--- config.mk ---
export PLATFORM = sky130hd
export DESIGN_NAME = serial_adder
export DESIGN_NICKNAME = d
export VERILOG_FILES = /design/src/rtl/serial_arith_pkg.sv /design/src/rtl/full_adder_cell.sv /design/src/rtl/serial_adder.sv
export SDC_FILE = /design/constraint.sdc
export NUM_CORES = 1
export LEC_CHECK = 0
export BUFFER_PORTS_ARGS = -buffer_cell sky130_fd_sc_hd__buf_2
export CELL_PAD_IN_SITES_DETAIL_PLACEMENT = 1
export CELL_PAD_IN_SITES_GLOBAL_PLACEMENT = 1
export CORE_AREA = 2 2 54 77
export DETAILED_ROUTE_END_ITERATION = 8
export DIE_AREA = 0 0 56 79
export PLACE_DENSITY = 0.85
export SYNTH_ARGS = -nofsm -noshare
export SYNTH_HDL_FRONTEND = slang
export SYNTH_SLANG_ARGS = --single-unit
--- constraint.sdc ---
create_clock -name clk -period 2.5 [get_ports clk]
set_input_delay 0.5 -clock clk [delete_from_list [all_inputs] [get_ports clk]]
set_output_delay 0.5 -clock clk [all_outputs]
set_load 0.005 [all_outputs]
--- src/rtl/serial_arith_pkg.sv ---
// Shared types and helpers for the bit-serial arithmetic cells.
// Holds the controller state encoding and the bit-counter width rule.
package serial_arith_pkg;

   typedef enum logic [1:0] {
      IDLE = 2'd0,
      RUN  = 2'd1,
      DONE = 2'd2
   } state_t;

   // A 1-bit operand still needs a 1-bit counter, hence the floor of one.
   function automatic int cnt_width(input int w);
      return ($clog2(w) < 1) ? 1 : $clog2(w);
   endfunction

endpackage

--- src/rtl/full_adder_cell.sv ---
// One-bit full adder built from two half-adder stages and an OR.
// Purely combinational: zero latency, no flow control.
module full_adder_cell (
   input  logic a,
   input  logic b,
   input  logic cin,
   output logic s,
   output logic cout
);

   logic h1_s;
   logic h1_c;
   logic h2_c;

   assign h1_s = a ^ b;
   assign h1_c = a & b;
   assign s    = h1_s ^ cin;
   assign h2_c = h1_s & cin;
   assign cout = h1_c | h2_c;

endmodule

--- src/rtl/serial_adder.sv ---
// Bit-serial unsigned adder, LSB first, one full-adder cell plus a carry flop.
// Result WIDTH cycles after the accepting edge; start is ignored while busy.
module serial_adder
   import serial_arith_pkg::*;
#(
   parameter int unsigned WIDTH = 8
) (
   input  logic             clk,
   input  logic             rst,
   input  logic             start,
   input  logic [WIDTH-1:0] a,
   input  logic [WIDTH-1:0] b,
   input  logic             cin,
   output logic             busy,
   output logic             done,
   output logic [WIDTH-1:0] sum,
   output logic             cout
);

   localparam int CW = cnt_width(int'(WIDTH));

   state_t           state_q, state_d;
   logic [CW-1:0]    cnt_q, cnt_d;
   logic             carry_q, carry_d;
   logic [WIDTH-1:0] sa_q, sa_d;
   logic [WIDTH-1:0] sb_q, sb_d;
   logic [WIDTH-1:0] sr_q, sr_d;
   logic [WIDTH-1:0] sum_q, sum_d;
   logic             cout_q, cout_d;

   logic             fa_s;
   logic             fa_c;
   logic             accept;
   logic             last;
   logic [WIDTH-1:0] sr_next;

   full_adder_cell u_fa (
      .a    (sa_q[0]),
      .b    (sb_q[0]),
      .cin  (carry_q),
      .s    (fa_s),
      .cout (fa_c)
   );

   assign accept  = start && ((state_q == IDLE) || (state_q == DONE));
   assign last    = (state_q == RUN) && (cnt_q == CW'(WIDTH - 1));
   // New bit enters at the MSB so after WIDTH shifts bit 0 lands at position 0.
   assign sr_next = (sr_q >> 1) | (WIDTH'(fa_s) << (WIDTH - 1));

   always_ff @(posedge clk) begin
      if (rst) begin
         state_q <= IDLE;
      end else begin
         state_q <= state_d;
      end
   end

   always_comb begin
      state_d = state_q;
      case (state_q)
         IDLE:    state_d = start ? RUN : IDLE;
         RUN:     state_d = last ? DONE : RUN;
         DONE:    state_d = start ? RUN : IDLE;
         default: state_d = IDLE;
      endcase
   end

   always_comb begin
      busy = 1'b0;
      done = 1'b0;
      case (state_q)
         RUN:     busy = 1'b1;
         DONE:    done = 1'b1;
         default: begin
            busy = 1'b0;
            done = 1'b0;
         end
      endcase
   end

   always_comb begin
      sa_d    = sa_q;
      sb_d    = sb_q;
      sr_d    = sr_q;
      carry_d = carry_q;
      cnt_d   = cnt_q;
      sum_d   = sum_q;
      cout_d  = cout_q;
      if (accept) begin
         sa_d    = a;
         sb_d    = b;
         sr_d    = '0;
         carry_d = cin;
         cnt_d   = '0;
      end else if (state_q == RUN) begin
         sa_d    = sa_q >> 1;
         sb_d    = sb_q >> 1;
         sr_d    = sr_next;
         carry_d = fa_c;
         if (last) begin
            sum_d  = sr_next;
            cout_d = fa_c;
         end else begin
            cnt_d  = cnt_q + CW'(1);
         end
      end
   end

   always_ff @(posedge clk) begin
      if (rst) begin
         sa_q    <= '0;
         sb_q    <= '0;
         sr_q    <= '0;
         carry_q <= 1'b0;
         cnt_q   <= '0;
         sum_q   <= '0;
         cout_q  <= 1'b0;
      end else begin
         sa_q    <= sa_d;
         sb_q    <= sb_d;
         sr_q    <= sr_d;
         carry_q <= carry_d;
         cnt_q   <= cnt_d;
         sum_q   <= sum_d;
         cout_q  <= cout_d;
      end
   end

   assign sum  = sum_q;
   assign cout = cout_q;

endmodule

# Word-level counts from Yosys, hierarchy flattened
# Cells that the tools add are included.
# word_totals
ff_bits	39
latchBits	0
mem_bits_rw	0
romBits	0
out_inout_bits	11
wordCells	40
memories	0
# classes
add_sub_neg	1
mul	0
div	0
magnitude_cmp	0
n_eq_ne	3
n_shift	0
muxes	11
bitwise_logic	8
reduce_logical	9
# op_table
op	count
$mux 8	4
$or 7x8->8	1
$mux 1	5
$pmux 2 s2	1
$reduce_or 2->1	2
$add 3x1->3 const B	1
$eq 3x3->1 const B	1
$reduce_and 3->1	1
$and 1x1->1	2
$eq 2x1->1 const B	1
$eq 2x2->1 const B	1
$logic_and 1x1->1	2
$logic_not 2->1	1
$mux 2	1
$not 1->1	2
$reduce_and 2->1	1
$reduce_bool 2->1	1
$xor 1x1->1	2
$logic_or 1x1->1	1
$or 1x1->1	1

# Longest topological paths before layout
# Gate-level depths: netlist of run 1.
# depth
depth_word	5
ltp_mapped	6

# By module
# Synthesis of run 1 repeated with hierarchy kept, for this count alone.
# unflattened
cells_unflattened	178
hier_area_um2	1524.0
# by_module_without_submodules
module	instances	cells_per_inst	area_each_um2	seq_area_each_um2
serial_adder	1	177	1503.9	760.7
full_adder_cell	1	1	20.0	0.0

# Least setup slack after synthesis of run 1
# OpenSTA, ideal clock, no wires.
# synth_path
path_type	flip-flop to output port
start	register state_q[1]
end	output busy
arrival_ns	0.811
path_slack_ns	1.189
stages_incl_launch_ff	5
n_path_buf	2
cell_sequence	dfxtp_1 > nand2b_1 > buf_6 > inv_6 > buf_2
# synth_via
elab_chain_cells	2
# synth_rtl
item	line_no	text
start, declared	serial_adder.sv:22	state_t state_q, state_d;
start signal, assigned	serial_adder.sv:54	state_q <= state_d;
$eq 2x1->1	serial_adder.sv:71	case (state_q)
$mux 1	serial_adder.sv:71	
end, declared	serial_adder.sv:14	output logic busy,
# No other way between the ends.

# Worst setup path in the final report of run 1
# layout_path
start	register state_q[0]
end	output busy
# The elaborated chain is that of the path after synthesis.

==> metrics.csv, run 1 <==
stage,metric,value,unit
synthesis,number of synthesized register bits,38,
clock_network,post-cts hold buffer count,0,
sta,Final Slew Violations,0,
clock_network,clock tree buffer depth,2,
routing,DR WL/cell,13.9,um
power_and_ir_drop,sequential power share,0.511,
routing,ANT nets after route,0,
die,FP Rows,27,
grt,largest net degree at the start of global routing,35,
synthesis,number of synthesis warnings,0,
die,die area,4420,um^2
routing,Highest Signal Layer,met4,
place,input/output buffers,30,
sta,Tmin final,1.78,ns
die,die height,79,um
power_and_ir_drop,Internal Power,964,uW
grt,grt ovf,0,
synthesis,top cell type's share of synthesized area,0.498,
routing,Via density,5.31,
clock_network,Max H-tree Level,2,
routing,Met3 Wirelength,131,um
grt,gr usage total,0.176,
power_and_ir_drop,clock share of power,0.386,
sta,Fmax achieved,562,MHz
cells_and_area,proportion of layout cells with a drive suffix above 1,0.229,
synthesis,"Cell Area, Synth",1530,um^2
routing,DR pass1 iterations,4,
power_and_ir_drop,cell area power density,710,nW/um^2
routing,First DRT Iteration DRCs,23,
cells_and_area,final net count,227,
synthesis,Synth Net Count,200,
clock_network,CTS tree,yes,
clock_network,clock root cell,clkbuf_8,
routing,WL met1,1370,um
clock_network,post-cts sizing count,0,
synthesis,Yosys top cell by area,dfxtp_1,
setup_path,crit path max fanout,34,
clock_network,clock slew at reported path FFs,0.07,ns
place,DPL Wire Length,2410,um
die,initial core utilization,0.404,
sta,Min Hold Slack,0.452,ns
worst_hold_path,HP Class,flip-flop to flip-flop,
power_and_ir_drop,leakage,0.700,nW
clock_network,Skew-Pair Late Insertion Delay,0.30,ns
synthesis,dominant cells by area after synthesis,"dfxtp_1, nand2_1, a21oi_1, nand3_1, nor3_1",
cells_and_area,number of diodes,0,
grt,initial antenna violation count,0,
place,GP Congestion,0.669,
setup_path,reg2reg path depth,5,
clock_network,CTS Buf Count,5,
power_and_ir_drop,Peak VDD IR,0.433,mV
setup_path,"Worst Path Class, Setup",flip-flop to primary output,
run,maxcap violations,0,
setup_path,R2R setup slack,0.78,ns
sta,Slew Limit Headroom,0.688,
setup_path,worst reg2reg endpoint,sum[7]$_SDFFE_PP0P_,
sta,setup ws final,0.720,ns
synthesis,"Distinct cells, synth",25,
die,Core ar.,3780,um^2
power_and_ir_drop,power share of the combinational group,0.104,
die,I/O pin count,31,
setup_path,Worst Setup EP,busy,
grt,first-pass GRT wire length,6060,um
place,pre-CTS WS,0.767,ns
grt,vias in the first global route,1363,
power_and_ir_drop,switching share of power,0.243,
setup_path,startpoint types,flip-flop,
power_and_ir_drop,net switching power,309,uW
routing,total wire length,3460,um
sta,worst-margin pin slew,0.468,ns
setup_path,Critical Path RT,2.00,ns
setup_path,CP endpoint kind,primary output,
routing,DRC,0,
sta,Final Skew,0.00671,ns
routing,DR vias,1317,
setup_path,worst r2r src,cnt_q[0]$_SDFFE_PP0P_,
sta,RSZ-0062 raised after global routing,no,
cells_and_area,area added between synthesis and finish,17.3,%
synthesis,"Seq/Total Area, Yosys",0.498,
clock_network,Sink Count,38,
synthesis,synthesized area per cell,8.64,um^2
die,die width,56,um
routing,routed wl met2,1880,um
sta,final hold vios,0,
sta,period utilization,0.712,
cells_and_area,Fillers,481,
setup_path,Worst setup startpoint,state_q[0]$_SDFF_PP0_,
sta,Finish-stage setup viols,0,
sta,post-route setup TNS,0,ns
status,status,finished clean,
setup_path,Critical Path AT,1.28,ns
synthesis,Cells after Synth,177,
clock_network,# Post-CTS Setup Buffers,0,
==> cells in the mapped netlist (all sizes together) <==
cell / instances
nand2b: 3
a22oi: 4
nand3: 13
nor2b: 2
buf: 11
nand2: 37
o21ai: 2
a21oi: 22
nor2: 10
a311oi: 6
mux2i: 2
o22ai: 5
nor3: 12
nand3b: 1
dfxtp: 38
clkbuf: 3
ha: 2
inv: 1
xnor2: 1
fa: 1
nor3b: 1
==> cells in the final DEF, fill, tap and decap left out <==
cell      instances
nand3b_1          1
a21oi_1          22
dfxtp_1          38
buf_2            30
nor3b_2           1
nand3_1          13
fa_1              1
nor3_1           12
nor2b_1           2
o22ai_1           5
nand2b_1          3
a311oi_1          3
inv_6             1
o21ai_0           2
nand2_1          37
mux2i_1           2
a311oi_2          3
buf_4             4
nor2_1           10
clkbuf_8          8
xnor2_1           1
ha_1              2
a22oi_1           4
==> state kept, by name (all words and copies together), names as in the netlist <==
register  flops
sa_q          8
sb_q          8
sum           8
sr_q          7
cnt_q         3
state_q       2
carry_q       1
cout          1
==> kinds of logic after synthesis <==
| logic type | after synthesis | synth area share |
|---|---|---|
| adder cells (fa/ha/maj) | 3 | 0.0295 |
| AND/OR/NAND/NOR | 79 | 0.231 |
| buffers and inverters | 15 | 0.0581 |
| AO/OA/AOI/OAI | 39 | 0.165 |
| flip-flops | 38 | 0.498 |
| XOR/XNOR | 1 | 0.00573 |
| multiplexers | 2 | 0.0131 |
==> routing by layer <==
layer  up-vias  global-route usage
li1        661                   -
met1       624               0.185
met2        26               0.318
met3         6              0.0505
met4         0              0.0857
met5         -                   0
==> through the flow <==
stage	std cells	area, um^2	utilization	power [mW]
final	248	1790	0.474	1.27
after detailed placement	240	1680	0.445	0.799
after global routing	248	1790	0.474	1.33
after floorplan	177	1530	-	0.762
after global placement	240	1680	0.445	0.793
after CTS	248	1790	0.474	1.29
==> worst max-delay path, cell delays in order, from the launching register on <==
cell and delay, ns:
dfxtp_1 0.42, nand2b_1 0.16, inv_6 0.23, buf_2 0.16
==> worst min-delay path by stage <==
| stage | cells after the start | end | slack [ns] | start |
|---|---|---|---|---|
| floorplan | 2 | sr_q[1]$_SDFFE_PP0P_ | 0.44 | sr_q[1]$_SDFFE_PP0P_ |
| global placement | 2 | sum[1]$_SDFFE_PP0P_ | 0.44 | sum[1]$_SDFFE_PP0P_ |
| detailed placement | 2 | sum[1]$_SDFFE_PP0P_ | 0.45 | sum[1]$_SDFFE_PP0P_ |
| CTS | 2 | sum[1]$_SDFFE_PP0P_ | 0.46 | sum[1]$_SDFFE_PP0P_ |
| global route | 2 | sr_q[1]$_SDFFE_PP0P_ | 0.48 | sr_q[1]$_SDFFE_PP0P_ |
| finish | 2 | sum[1]$_SDFFE_PP0P_ | 0.45 | sum[1]$_SDFFE_PP0P_ |
==> power groups by stage <==
stage	sequential [mW]	combinational (mW)	clock, mW
floorplan	0.659	0.104	0
global placement	0.662	0.131	0
detailed placement	0.664	0.135	0
CTS	0.650	0.136	0.504
global route	0.653	0.150	0.527
finish	0.650	0.132	0.491
==> final cells by class <==
cell class	count	area [um^2]	share of cell area
multi-input combinational	124	679	0.379
tap	43	53.8	0.0300
clock buffer	8	110	0.0614
sequential	38	761	0.424
inverter	1	8.76	0.00488
timing repair buffer	34	180	0.100
Note: power is estimated with default switching activity, not from simulation.
==> run 2: changes to the inputs <==
--- a/config.mk
+++ b/config.mk
@@ -8,10 +8,10 @@
 export BUFFER_PORTS_ARGS = -buffer_cell sky130_fd_sc_hd__buf_2
 export CELL_PAD_IN_SITES_DETAIL_PLACEMENT = 1
 export CELL_PAD_IN_SITES_GLOBAL_PLACEMENT = 1
-export CORE_AREA = 2 2 54 77
+export CORE_AREA = 2 2 59 84
 export DETAILED_ROUTE_END_ITERATION = 8
-export DIE_AREA = 0 0 56 79
-export PLACE_DENSITY = 0.85
+export DIE_AREA = 0 0 61 86
+export PLACE_DENSITY = 0.76
 export SYNTH_ARGS = -nofsm -noshare
 export SYNTH_HDL_FRONTEND = slang
 export SYNTH_SLANG_ARGS = --single-unit
==> constraint.sdc (replaced) <==
create_clock -name clk -period 1.5 [get_ports clk]
set_input_delay 0.3 -clock clk [delete_from_list [all_inputs] [get_ports clk]]
set_output_delay 0.3 -clock clk [all_outputs]
set_load 0.005 [all_outputs]
==> run 2 against run 1 <==
Via count increased by 2.2%. Die area grew 19%. Critical path depth increased by 2. Design area rose by 2.9%. Register-to-register slack got worse by 0.68 ns. Sequential power up 66%. Clock power is 39% higher. Hold slack lost 0.15 ns. Final cell count is 9.3% higher. Critical endpoint is now cnt_q[0]$_SDFFE_PP0P_.
==> metrics.csv, run 2 (synthesis gave the netlist of run 1 again) <==
stage,metric,value,unit,change
cells_and_area,number of diodes,0,,unchanged
place,pre-CTS WS,0.0701,ns,was 0.767 ns
setup_path,reg2reg path depth,5,,unchanged
worst_hold_path,HP Start,b[0],,was sum[1]$_SDFFE_PP0P_
routing,DR WL/cell,12.9,um,was 13.9 um
setup_path,CP max stage delay,0.33,ns,was 0.42 ns
power_and_ir_drop,clock share of power,0.341,,was 0.386
die,FP Rows,29,,was 27
power_and_ir_drop,leakage,0.718,nW,was 0.700 nW
routing,DR pass1 iterations,4,,unchanged
clock_network,clock tree buffer depth,2,,unchanged
die,die width,61,um,was 56 um
place,Area after DPL,1740,um^2,was 1680 um^2
routing,Via density,4.97,,was 5.31
grt,initial antenna violation count,0,,unchanged
grt,vias in the first global route,1379,,was 1363
power_and_ir_drop,cell area power density,1090,nW/um^2,was 710 nW/um^2
sta,final hold vios,0,,unchanged
sta,RSZ-0062 raised after global routing,no,,unchanged
clock_network,Max H-tree Level,2,,unchanged
power_and_ir_drop,switching share of power,0.247,,was 0.243
die,die height,86,um,was 79 um
clock_network,CTS Buf Count,5,,unchanged
place,Placed Cells incl. Taps,263,,was 240
grt,gr usage total,0.154,,was 0.176
grt,first-pass GRT wire length,6070,um,was 6060 um
setup_path,startpoint types,flip-flop,,unchanged
worst_hold_path,HP Class,input port to flip-flop,,was flip-flop to flip-flop
setup_path,CP Cell Sequence,ha_1 -> ha_1 -> nor3b_2 -> xnor2_1 -> nor2_1,,was nand2b_1 -> inv_6 -> buf_2
die,die area,5250,um^2,was 4420 um^2
status,status,finished clean,,unchanged
power_and_ir_drop,Internal Power,1.51,mW,was 964 uW
setup_path,"Worst Path Class, Setup",flip-flop to flip-flop,,was flip-flop to primary output
sta,Final Slew Violations,0,,unchanged
clock_network,Skew-Pair Late Insertion Delay,0.29,ns,was 0.30 ns
cells_and_area,area added between synthesis and finish,20.6,%,was 17.3%
run,maxcap violations,0,,unchanged
grt,largest net degree at the start of global routing,18,,was 35
grt,grt ovf,0,,unchanged
place,input/output buffers,30,,unchanged
clock_network,CTS tree,yes,,unchanged
cells_and_area,Final Cell Area,1840,um^2,was 1790 um^2
setup_path,Most common cell on crit path,ha_1,,
worst_hold_path,hold path endpoint,sb_q[0]$_SDFFE_PP0P_,,was sum[1]$_SDFFE_PP0P_
worst_hold_path,hold depth,3,,was 2
sta,worst-margin pin slew,0.387,ns,was 0.468 ns
power_and_ir_drop,net switching power,495,uW,was 309 uW
power_and_ir_drop,sequential power share,0.541,,was 0.511
cells_and_area,non-filler instance count after layout,271,,was 248
sta,Fmax achieved,714,MHz,
clock_network,clock slew at reported path FFs,0.07,ns,about the same
power_and_ir_drop,power share of the combinational group,0.118,,was 0.104
sta,Tmin final,1.40,ns,
routing,total wire length,3490,um,was 3460 um
routing,First DRT Iteration DRCs,14,,was 23
die,I/O pin count,31,,unchanged
setup_path,Critical Path AT,1.56,ns,was 1.28 ns
sta,setup ws final,0.0987,ns,was 0.720 ns
setup_path,worst r2r src,cnt_q[0]$_SDFFE_PP0P_,,unchanged
die,initial core utilization,0.343,,was 0.404
setup_path,CP endpoint kind,flip-flop,,was primary output
clock_network,Sink Count,38,,unchanged
setup_path,R2R setup slack,0.1,ns,was 0.78 ns
setup_path,worst reg2reg endpoint,cnt_q[0]$_SDFFE_PP0P_,,was sum[7]$_SDFFE_PP0P_
sta,period utilization,0.934,,
setup_path,crit path max fanout,4,,was 34
sta,Final Skew,0.00907,ns,was 0.00671 ns
cells_and_area,most frequent cells in the layout,"nand2_1, dfxtp_1, buf_2",,"was dfxtp_1, nand2_1, buf_2"
setup_path,"Slowest-stage cell, CP",dfxtp_1,,unchanged
cells_and_area,final net count,233,,was 227
sta,Finish-stage setup viols,0,,unchanged
clock_network,clock root cell,clkbuf_8,,unchanged
routing,DR vias,1346,,was 1317
sta,Slew Limit Headroom,0.742,,was 0.688
power_and_ir_drop,Peak VDD IR,0.536,mV,was 0.433 mV
setup_path,Critical Path RT,1.66,ns,was 2.00 ns
place,GP Congestion,0.733,,was 0.669
routing,DRC,0,,unchanged
cells_and_area,proportion of layout cells with a drive suffix above 1,0.254,,was 0.229
place,DPL Wire Length,2400,um,was 2410 um
routing,ANT nets after route,0,,unchanged
sta,post-route setup TNS,0,ns,unchanged
setup_path,Worst setup startpoint,cnt_q[0]$_SDFFE_PP0P_,,was state_q[0]$_SDFF_PP0_
die,Core ar.,4460,um^2,was 3780 um^2
-- run 2: cell types whose count changed in the layout (fill, tap and decap cells not counted), sizes merged --
cell	change
buf	+5
clkbuf	-2
inv	+1
-- run 2: timing repair --
item                                    CTS  global route
cloned                                    1             0
gates resized for setup                   4             1
pin swaps                                 0             1
hold buffers                              0             0
buffers inserted                          0             1
endpoints found under the setup margin    1            10
-- run 2: worst max path at each step --
stage | to | depth (start not counted) | slack [ns]
2_1_floorplan | cnt_q[0]$_SDFFE_PP0P_ | 5 | 0.21
4_1_cts | busy | 3 | 0.007
6_report | cnt_q[0]$_SDFFE_PP0P_ | 5 | 0.1
3_5_place_dp | sum[6]$_SDFFE_PP0P_ | 5 | 0.07
5_1_grt | cnt_q[0]$_SDFFE_PP0P_ | 5 | 0.04
3_3_place_gp | cnt_q[0]$_SDFFE_PP0P_ | 5 | 0.13
-- run 2: through the flow --
stage,util,hold slack (ns),power (mW)
6_report,0.413,0.298,2.00
5_1_grt,0.413,0.303,2.12
3_3_place_gp,0.389,0.440,1.33
4_1_cts,0.410,0.291,2.04
2_1_floorplan,-,0.437,1.27
3_5_place_dp,0.389,0.446,1.34
-- run 2: power by group through the flow --
stage          combinational [mW]  clock (mW)  sequential (mW)
4_1_cts                     0.240       0.716             1.08
2_1_floorplan               0.173           0             1.10
3_3_place_gp                0.229           0             1.10
5_1_grt                     0.268       0.759             1.09
6_report                    0.236       0.684             1.08
3_5_place_dp                0.232           0             1.11
-- run 2: metal layers --
| layer | share of wire | global-route usage |
|---|---|---|
| met1 | 0.41 | 0.171 |
| met2 | 0.53 | 0.266 |
| met3 | 0.041 | 0.0468 |
| met4 | 0.015 | 0.0593 |
| met5 | 0 | 0 |
-- run 2: final cells by class --
cell class,instances,area [um^2]
fillers,550,2620
well taps,62,77.6
inverters,1,11.3
repair inverters,1,6.26
clock buffers,6,82.6
multi-input cells,124,687
repair buffers,39,218
flip-flops and latches,38,762
-- run 2: worst max-delay path: cells and delay by family (launching register included) --
kind	cells	cell delay, ns
xor gates and xnor gates	1	0.16
adders and majority gates	2	0.43
DFF	1	0.33
and+or+nand+nor	2	0.37
==> run 3: changes to the inputs <==
--- a/config.mk
+++ b/config.mk
@@ -5,12 +5,12 @@
 export SDC_FILE = /design/constraint.sdc
 export NUM_CORES = 1
 export LEC_CHECK = 0
-export BUFFER_PORTS_ARGS = -buffer_cell sky130_fd_sc_hd__buf_2
 export CELL_PAD_IN_SITES_DETAIL_PLACEMENT = 1
 export CELL_PAD_IN_SITES_GLOBAL_PLACEMENT = 1
-export CORE_AREA = 2 2 59 84
+export CORE_AREA = 2 2 55 78
 export DETAILED_ROUTE_END_ITERATION = 8
-export DIE_AREA = 0 0 61 86
+export DIE_AREA = 0 0 57 80
+export DONT_BUFFER_PORTS = 1
 export PLACE_DENSITY = 0.76
 export SYNTH_ARGS = -nofsm -noshare
 export SYNTH_HDL_FRONTEND = slang
==> run 3 against run 2 <==
Highest routed layer unchanged. Core utilization grew 2.2 points. Critical path depth is the same. Flip-flop and latch count is the same. Sequential share of layout area grew 4.2 points. Global-route usage grew 1.5 points. Critical endpoint unchanged. Clock power grew 4.1%. Sequential power is essentially flat. Non-clock buffer count shrank 32. Hold slack lost 0.22 ns. Power shrank 0.27%.
==> metrics.csv, run 3 (synthesis gave the netlist of run 1 again) <==
stage,metric,value,unit,change
routing,DR vias,1250,,was 1346
clock_network,CTS Buf Count,5,,unchanged
setup_path,CP endpoint kind,flip-flop,,unchanged
power_and_ir_drop,switching share of power,0.244,,was 0.247
setup_path,CP Cell Sequence,ha_1 -> ha_1 -> nor3b_4 -> xnor2_1 -> nor2_1,,was ha_1 -> ha_1 -> nor3b_2 -> xnor2_1 -> nor2_1
clock_network,Max H-tree Level,2,,unchanged
routing,routed wl met2,1940,um,was 1850 um
setup_path,"Worst Path Class, Setup",flip-flop to flip-flop,,unchanged
die,initial core utilization,0.397,,was 0.343
grt,initial antenna violation count,0,,unchanged
die,I/O pin count,31,,unchanged
routing,DR WL/cell,15.6,um,was 12.9 um
setup_path,Worst Path Buf+Inv,0,,unchanged
cells_and_area,non-filler instance count after layout,222,,was 271
power_and_ir_drop,Peak VDD IR,0.782,mV,was 0.536 mV
setup_path,crit path max fanout,5,,was 4
power_and_ir_drop,sequential power share,0.542,,was 0.541
routing,total wire length,3470,um,was 3490 um
routing,ANT nets after route,0,,unchanged
setup_path,Critical Path AT,1.57,ns,was 1.56 ns
cells_and_area,Final Core Density,0.436,,was 0.413
cells_and_area,final net count,201,,was 233
place,Placed Cells incl. Taps,212,,was 263
sta,post-route setup TNS,0,ns,unchanged
clock_network,post-cts hold buffer count,0,,unchanged
die,die width,57,um,was 61 um
power_and_ir_drop,cell area power density,1190,nW/um^2,was 1090 nW/um^2
power_and_ir_drop,clock share of power,0.356,,was 0.341
routing,Via density,5.63,,was 4.97
clock_network,clock tree buffer depth,2,,unchanged
cells_and_area,Multi-input gate area,693,um^2,was 687 um^2
cells_and_area,Fillers,471,,was 550
die,die height,80,um,was 86 um
place,DPL Wire Length,2360,um,was 2400 um
sta,Tmin final,1.40,ns,about the same
power_and_ir_drop,Internal Power,1.51,mW,about the same
clock_network,clock slew at reported path FFs,0.07,ns,about the same
routing,First DRT Iteration DRCs,28,,was 14
setup_path,Critical Path RT,1.67,ns,was 1.66 ns
worst_hold_path,HP Class,input port to flip-flop,,unchanged
die,die area,4560,um^2,was 5250 um^2
power_and_ir_drop,power share of the combinational group,0.102,,was 0.118
routing,WL met1,1360,um,was 1450 um
sta,Final Slew Violations,0,,unchanged
power_and_ir_drop,leakage,0.585,nW,was 0.718 nW
place,GP Congestion,0.675,,was 0.733
status,status,finished clean,,unchanged
routing,DRC,0,,unchanged
place,input/output buffers,0,,was 30
sta,RSZ-0062 raised after global routing,no,,unchanged
sta,Final Skew,0.00504,ns,was 0.00907 ns
clock_network,Sink Count,38,,unchanged
clock_network,clock root cell,clkbuf_8,,unchanged
routing,DR pass1 iterations,4,,unchanged
cells_and_area,most frequent cells in the layout,"nand2_1, dfxtp_1, a21oi_1",,"was nand2_1, dfxtp_1, buf_2"
routing,Highest Signal Layer,met4,,unchanged
power_and_ir_drop,net switching power,488,uW,was 495 uW
setup_path,Most common cell on crit path,ha_1,,unchanged
clock_network,Skew-Pair Late Insertion Delay,0.28,ns,was 0.29 ns
setup_path,"Slowest-stage cell, CP",dfxtp_1,,unchanged
cells_and_area,area added between synthesis and finish,9.74,%,was 20.6%
place,pre-CTS WS,0.0387,ns,was 0.0701 ns
run,maxcap violations,0,,unchanged
sta,Slew Limit Headroom,0.744,,was 0.742
cells_and_area,storage element area,763,um^2,was 762 um^2
grt,vias in the first global route,1327,,was 1379
sta,worst-margin pin slew,0.384,ns,was 0.387 ns
grt,grt ovf,0,,unchanged
cells_and_area,number of diodes,0,,unchanged
cells_and_area,"commonest non-fill, non-tap cell in the layout",nand2_1,,
grt,first-pass GRT wire length,5900,um,was 6070 um
grt,largest net degree at the start of global routing,30,,was 18
setup_path,CP max stage delay,0.33,ns,about the same
cells_and_area,proportion of layout cells with a drive suffix above 1,0.128,,was 0.254
clock_network,CTS tree,yes,,unchanged
setup_path,Top delay family on crit path,adder cells,,unchanged
die,Core ar.,3850,um^2,was 4460 um^2
sta,setup ws final,0.0981,ns,was 0.0987 ns
sta,period utilization,0.935,,was 0.934
sta,final hold vios,0,,unchanged
grt,gr usage total,0.168,,was 0.154
routing,Met3 Wirelength,159,um,was 143 um
sta,Fmax achieved,713,MHz,was 714 MHz
die,FP Rows,27,,was 29
setup_path,startpoint types,flip-flop,,unchanged
sta,Finish-stage setup viols,0,,unchanged
-- run 3: cell count changes in the layout (fill, tap and decap cells not counted), sizes merged --
cell and delta:
buf -32, bufinv +1, clkbuf +1, clkinv +1, inv -1
-- run 3: layer usage --
layer,track usage,vias up
li1,-,611
met1,0.167,606
met2,0.322,31
met3,0.0551,2
met4,0.0535,0
met5,0,-
-- run 3: worst register-to-register path, cell delays in order, from the launching register on --
cell and delay (ns):
dfxtp_1 0.33, ha_1 0.21, ha_1 0.26, nor3b_4 0.29, xnor2_1 0.16, nor2_1 0.05
-- run 3: worst paths after layout --
check | startpoint | endpoint | slack [ns] | cells after the start
hold reg to reg | sum[5]$_SDFFE_PP0P_ | sum[5]$_SDFFE_PP0P_ | 0.47 | 2
setup reg to reg | cnt_q[0]$_SDFFE_PP0P_ | cnt_q[0]$_SDFFE_PP0P_ | 0.1 | 5
setup / recovery | cnt_q[0]$_SDFFE_PP0P_ | cnt_q[0]$_SDFFE_PP0P_ | 0.1 | 5
hold / removal | rst | sa_q[5]$_SDFFE_PP0P_ | 0.08 | 1
-- run 3: power groups by stage --
stage | sequential (mW) | clock [mW] | combinational (mW)
after CTS | 1.08 | 0.739 | 0.204
after floorplan | 1.10 | 0 | 0.173
final | 1.08 | 0.712 | 0.204
after global routing | 1.09 | 0.790 | 0.227
after detailed placement | 1.10 | 0 | 0.192
after global placement | 1.10 | 0 | 0.180
-- run 3: area by class of cell --
cell class	count	area share
Inverter	1	0.0104
Clock inverter	1	0.00298
Clock buffer	7	0.0515
Tap cell	43	0.0321
Timing Repair inverter	1	0.00373
Timing Repair Buffer	7	0.0313
Multi-Input combinational cell	124	0.413
Sequential cell	38	0.455
-- run 3: what timing repair did --
item                                    in CTS  in global routing
resized for setup                            2                  4
endpoints found under the setup margin       1                 12
gates cloned                                 1                  0
setup buffers                                0                  1
pin swaps                                    0                  1
-- run 3: through the flow --
stage          hold slack [ns]  area [um^2]  total power, mW
6_report                0.0773         1680             2.00
5_1_grt                 0.0522         1680             2.11
4_1_cts                 0.0592         1660             2.03
3_5_place_dp             0.373         1550             1.30
3_3_place_gp             0.372         1550             1.28
2_1_floorplan            0.437         1530             1.27
